===== config.mk =====
export PLATFORM = sky130hd
export DESIGN_NAME = mc_ctrl
export DESIGN_NICKNAME = d
export VERILOG_FILES = /design/src/rtl/mc_ctrl.sv
export SDC_FILE = /design/constraint.sdc
export NUM_CORES = 1
export LEC_CHECK = 0
export CORE_UTILIZATION = 35
export DETAILED_ROUTE_END_ITERATION = 8
export GPL_ROUTABILITY_DRIVEN = 0
export PLACE_DENSITY = 0.77
export SETUP_SLACK_MARGIN = 0.15
export SYNTH_ARGS = -nofsm -noshare
export SYNTH_HDL_FRONTEND = slang
export SYNTH_SLANG_ARGS = --single-unit

===== constraint.sdc =====
create_clock -name clk -period 3.7 [get_ports clk]
set_clock_uncertainty 0.2 [all_clocks]
set_input_delay 0.555 -clock clk [delete_from_list [all_inputs] [get_ports clk]]
set_output_delay 0.555 -clock clk [all_outputs]
set_load 0.1 [all_outputs]

===== src/rtl/mc_ctrl.sv =====
// mc_ctrl: multi-cycle control FSM for the MIPS-subset datapath.
// Ports: clk, reset (async, high), opcode/funct from IR, zero flag,
//   mem_ready handshake; datapath enables, mux selects, ALU_Op,
//   instr_done and illegal status pulses.
module mc_ctrl #(
  parameter bit MEM_HS = 1'b1
) (
  input  logic       clk,
  input  logic       reset,
  input  logic [5:0] opcode,
  input  logic [5:0] funct,
  input  logic       zero,
  input  logic       mem_ready,
  output logic       PCWrite,
  output logic [1:0] PCSrc,
  output logic       IRWrite,
  output logic       RegWrite,
  output logic [1:0] RegDst,
  output logic [1:0] MemtoReg,
  output logic       MemRead,
  output logic       MemWrite,
  output logic       Ext_Op,
  output logic       ALUSrc,
  output logic [2:0] ALU_Op,
  output logic       instr_done,
  output logic       illegal
);

  typedef enum logic [2:0] {
    FETCH  = 3'd0,
    DECODE = 3'd1,
    EXEC   = 3'd2,
    MEM    = 3'd3,
    WB     = 3'd4
  } state_t;

  state_t state, state_n;

  logic r_type;
  logic is_addu, is_subu, is_jr, is_nop;
  logic is_ori, is_lui, is_lw, is_sw;
  logic is_beq, is_j, is_jal;
  logic to_exec, mem_go;

  assign r_type  = (opcode == 6'h00);
  assign is_addu = r_type && (funct == 6'h21);
  assign is_subu = r_type && (funct == 6'h23);
  assign is_jr   = r_type && (funct == 6'h08);
  assign is_nop  = r_type && (funct == 6'h00);
  assign is_ori  = (opcode == 6'h0d);
  assign is_lui  = (opcode == 6'h0f);
  assign is_lw   = (opcode == 6'h23);
  assign is_sw   = (opcode == 6'h2b);
  assign is_beq  = (opcode == 6'h04);
  assign is_j    = (opcode == 6'h02);
  assign is_jal  = (opcode == 6'h03);

  assign to_exec = is_addu | is_subu | is_ori | is_lui
                 | is_lw | is_sw | is_beq;

  // Without the handshake the access is assumed to finish in one cycle.
  assign mem_go = !MEM_HS || mem_ready;

  always_ff @(posedge clk or posedge reset) begin
    if (reset) state <= FETCH;
    else       state <= state_n;
  end

  always_comb begin
    state_n    = state;
    PCWrite    = 1'b0;
    PCSrc      = 2'b00;
    IRWrite    = 1'b0;
    RegWrite   = 1'b0;
    RegDst     = 2'b00;
    MemtoReg   = 2'b00;
    MemRead    = 1'b0;
    MemWrite   = 1'b0;
    Ext_Op     = 1'b0;
    ALUSrc     = 1'b0;
    ALU_Op     = 3'b000;
    instr_done = 1'b0;
    illegal    = 1'b0;

    unique case (state)
      FETCH: begin
        IRWrite = 1'b1;
        PCWrite = 1'b1;
        state_n = DECODE;
      end

      DECODE: begin
        state_n = FETCH;
        unique case (1'b1)
          is_j, is_jal: begin
            PCWrite    = 1'b1;
            PCSrc      = 2'b10;
            instr_done = 1'b1;
            // Link register gets PC+4, already latched in FETCH.
            if (is_jal) begin
              RegWrite = 1'b1;
              RegDst   = 2'b10;
              MemtoReg = 2'b10;
            end
          end
          is_jr: begin
            PCWrite    = 1'b1;
            PCSrc      = 2'b11;
            instr_done = 1'b1;
          end
          is_nop: instr_done = 1'b1;
          to_exec: state_n = EXEC;
          default: begin
            illegal    = 1'b1;
            instr_done = 1'b1;
          end
        endcase
      end

      EXEC: begin
        state_n = FETCH;
        unique case (1'b1)
          is_addu: state_n = WB;
          is_subu: begin
            ALU_Op  = 3'b001;
            state_n = WB;
          end
          is_ori: begin
            ALUSrc  = 1'b1;
            ALU_Op  = 3'b010;
            state_n = WB;
          end
          is_lui: begin
            ALUSrc  = 1'b1;
            ALU_Op  = 3'b011;
            state_n = WB;
          end
          is_lw, is_sw: begin
            Ext_Op  = 1'b1;
            ALUSrc  = 1'b1;
            state_n = MEM;
          end
          is_beq: begin
            Ext_Op     = 1'b1;
            ALU_Op     = 3'b001;
            PCSrc      = 2'b01;
            PCWrite    = zero;
            instr_done = 1'b1;
          end
          default: state_n = FETCH;
        endcase
      end

      MEM: begin
        MemRead  = is_lw;
        MemWrite = is_sw;
        if (mem_go) begin
          if (is_lw) begin
            state_n = WB;
          end else begin
            state_n    = FETCH;
            instr_done = 1'b1;
          end
        end
      end

      WB: begin
        RegWrite   = 1'b1;
        instr_done = 1'b1;
        RegDst     = r_type ? 2'b01 : 2'b00;
        MemtoReg   = is_lw ? 2'b01 : 2'b00;
        state_n    = FETCH;
      end

      default: state_n = FETCH;
    endcase

    // Outputs are forced quiet while reset is held.
    if (reset) begin
      PCWrite    = 1'b0;
      PCSrc      = 2'b00;
      IRWrite    = 1'b0;
      RegWrite   = 1'b0;
      RegDst     = 2'b00;
      MemtoReg   = 2'b00;
      MemRead    = 1'b0;
      MemWrite   = 1'b0;
      Ext_Op     = 1'b0;
      ALUSrc     = 1'b0;
      ALU_Op     = 3'b000;
      instr_done = 1'b0;
      illegal    = 1'b0;
    end
  end

endmodule


==> run metrics <==
hold buffer count at cts 0; Critical Path AT 2.50 ns; Clk Latency, worst-skew pair 0.24 ns; sequential-to-total area share from yosys stat between 10% and 20%; Vias/cell between 6 and 7; Initial Util between 30% and 40%; final hold viol count 0; Setup crit end kind output pin; Worst Path Required 2.94 ns; Peak Freq 306.8 MHz; Lkg Pwr around 0.36 nW; Placeable Area 1506 sq um; IO Pins 34; R2R Setup Slk 2.34 ns; Post-Route WL around 1900 um; Largest register FFs 3; DRT met1 WL 851 um; PostCTS Resize Cnt 0; combinational share of power 67.4%; NetSw 201.9 uW; Worst VDD drop roughly 0.42 mV; Iteration-0 DRC Markers 13; GRT Util Overall about a fifth; worst setup path class input pin to output pin; drc violations 0; Finished Layout Cells 122; Seq pwr share 16.7%; CTS buffer count 3; layout cells sized above 1 36.79%; Netlist cell types 35; average cell area after synthesis around 7.3 sq um; Top Layer Used met4; grt ovf 0; worst path cell trace clkdlybuf4s50_1 -> nor4_2 -> nand4_1 -> a21oi_1 -> a211o_1 -> buf_12; FILL cells 111; antenna viol nets, final 0; post-route design area 1027 sq um; Synth Instances 77; Mapped Area approximately 570 sq um; Die X 42.20 um; Reg-to-Reg Start state[0]$_DFFE_PP0P_; Root Buffer clkbuf_4; Total Power 377.0 uW; Clock Sinks 3; IO buf count 32; Crit-path slowest cell clkdlybuf4s50_1; Vias approximately 770; Clock Power Share about 16%; R2R Path End state[1]$_DFFE_PP0P_; count of endpoints failing setup in the final report 0; chip height 42.20 um; number of synthesized register bits 3; syn nets 93; Worst Path Max Fanout 9; CTS tree built; Post-CTS Setup Inserts 0; largest register by flop count state; RSZ-0062 raised after global routing false; Yosys warnings 0; WL met3 75 um; met2 wire len 953 um; WL per Instance between 15 and 20 um; Die Area 1780 sq um; Final Slew Violations 0; antenna violations before repair 0; Startpoint Class input pin; crit path to PCWrite; Post-DP Area 1001 sq um; Largest stage delay, worst path 0.59 ns; first-pass GRT wire length 2960 um; pin count of the biggest net entering global routing 14; fin nets around 120; Hold Crit Class input pin to async pin; vias in the first global route 696; Net Sw Frac 53.57%; cell-internal power about 180 uW; Worst Setup SP opcode[2]; Detailed Place HPWL approximately 1400 um; 1st-pass router iterations 4; Inserted Diodes 0; maxcap violations 0; run status complete, no violations; r2r worst-path depth 2; Placed Cells 118; # rows 14; fin crit share 88.10%; min Tclk post-route 3.260 ns; clock buffer depth 2; Regs by FF count state (3); P&R area growth vs syn 81.64%; clock-pin slew on the worst setup and hold paths around 0.040 ns; H-tree Lvls 1; setup TNS 0 ns; total power per unit cell area 367.0 nW/um^2
worst min path at each step:
stage                                      end                  from
after floorplan           state[0]$_DFFE_PP0P_                 reset
after global placement    state[2]$_DFFE_PP0P_  state[0]$_DFFE_PP0P_
after detailed placement  state[2]$_DFFE_PP0P_  state[0]$_DFFE_PP0P_
after CTS                 state[2]$_DFFE_PP0P_                 reset
after global routing      state[0]$_DFFE_PP0P_                 reset
final                     state[1]$_DFFE_PP0P_                 reset
synthesized netlist by cell type:
master | number | area (sq um)
a21o_1 | 1 | 7.510
or3_1 | 3 | 18.77
or4_4 | 1 | 11.26
and3_2 | 1 | 7.510
nand3_2 | 1 | 10.01
nor2_1 | 9 | 33.78
o211ai_1 | 3 | 22.52
nor4_2 | 2 | 25.02
and3b_1 | 2 | 17.52
o21bai_1 | 1 | 7.510
nor3b_1 | 1 | 7.510
buf_4 | 2 | 15.01
nor3_1 | 5 | 25.02
or3_4 | 1 | 11.26
a211o_1 | 1 | 8.760
o2bb2ai_2 | 1 | 15.01
nand3b_1 | 1 | 7.510
clkbuf_1 | 2 | 7.510
dfrtp_1 | 3 | 75.07
conb_1 | 1 | 3.750
nand2b_1 | 4 | 25.02
a21oi_1 | 5 | 25.02
o21ba_2 | 1 | 10.01
o21a_1 | 1 | 7.510
mux2_2 | 1 | 11.26
nor4bb_1 | 1 | 10.01
nand3_1 | 3 | 15.01
o22a_2 | 1 | 10.01
o211ai_2 | 1 | 12.51
nor4_1 | 4 | 25.02
nand4_1 | 6 | 37.54
buf_2 | 3 | 15.01
o41a_2 | 1 | 12.51
inv_1 | 1 | 3.750
nand2_1 | 2 | 7.510
cell families after synthesis:
| logic type | share of synthesized area (%) |
|---|---|
| simple gates | 52.21 |
| compound gates | 24.56 |
| buf+inv | 7.299 |
| flops | 13.27 |
| mux | 1.991 |
| other cells | 0.6631 |
worst max-delay path, delay by kind of cell:
family / cells / cell delay (ns)
compound gates: 2 / 0.50
buf+inv: 2 / 0.77
simple gates: 2 / 0.67
layout by cell type, fill, tap and decap left out, drive strengths merged, types with 5 or more instances in the layout:
cell type / netlist / layout
clkdlybuf4s50: 0 / 15
nor2: 9 / 9
buf: 5 / 17
a21oi: 5 / 5
nor4: 6 / 6
nor3: 5 / 5
nand4: 6 / 6
metrics by stage:
step | setup WS (ns) | utilization [%] | hold WS, ns
floorplan | -0.5904 | - | 0.1169
global placement | 0.4864 | 66.45 | 0.5381
detailed placement | 0.4521 | 66.45 | 0.5377
CTS | 0.4400 | 68.19 | 0.5398
global route | 0.2533 | 68.19 | 0.5899
finish | 0.4402 | 68.19 | 0.5375
routing by layer:
layer | vias to the layer above | GRT usage [%]
met5 | - | 0
met4 | 0 | 7.500
met3 | 2 | 4.310
met2 | 28 | 34.15
met1 | 384 | 27.32
li1 | 355 | -
area by class of cell:
| cell class | count | area, sq um | area share [%] |
|---|---|---|---|
| Clock buffer | 4 | 26.28 | 2.558 |
| Inverter | 1 | 3.754 | 0.3654 |
| Multi-Input combinational cell | 66 | 486.7 | 47.38 |
| Sequential cell | 3 | 75.07 | 7.308 |
| Tap cell | 16 | 20.02 | 1.949 |
| Timing Repair Buffer | 32 | 415.4 | 40.44 |
power by group through the flow:
| stage | Combinational (mW) | Clock, mW | Sequential [mW] |
|---|---|---|---|
| after global routing | 0.263 | 0.0603 | 0.0653 |
| after floorplan | 0.188 | 0 | 0.0438 |
| after CTS | 0.254 | 0.0579 | 0.0630 |
| after detailed placement | 0.253 | 0 | 0.0629 |
| final | 0.254 | 0.0598 | 0.0630 |
| after global placement | 0.251 | 0 | 0.0618 |
No activity file was read; power rests on OpenSTA's default activity.
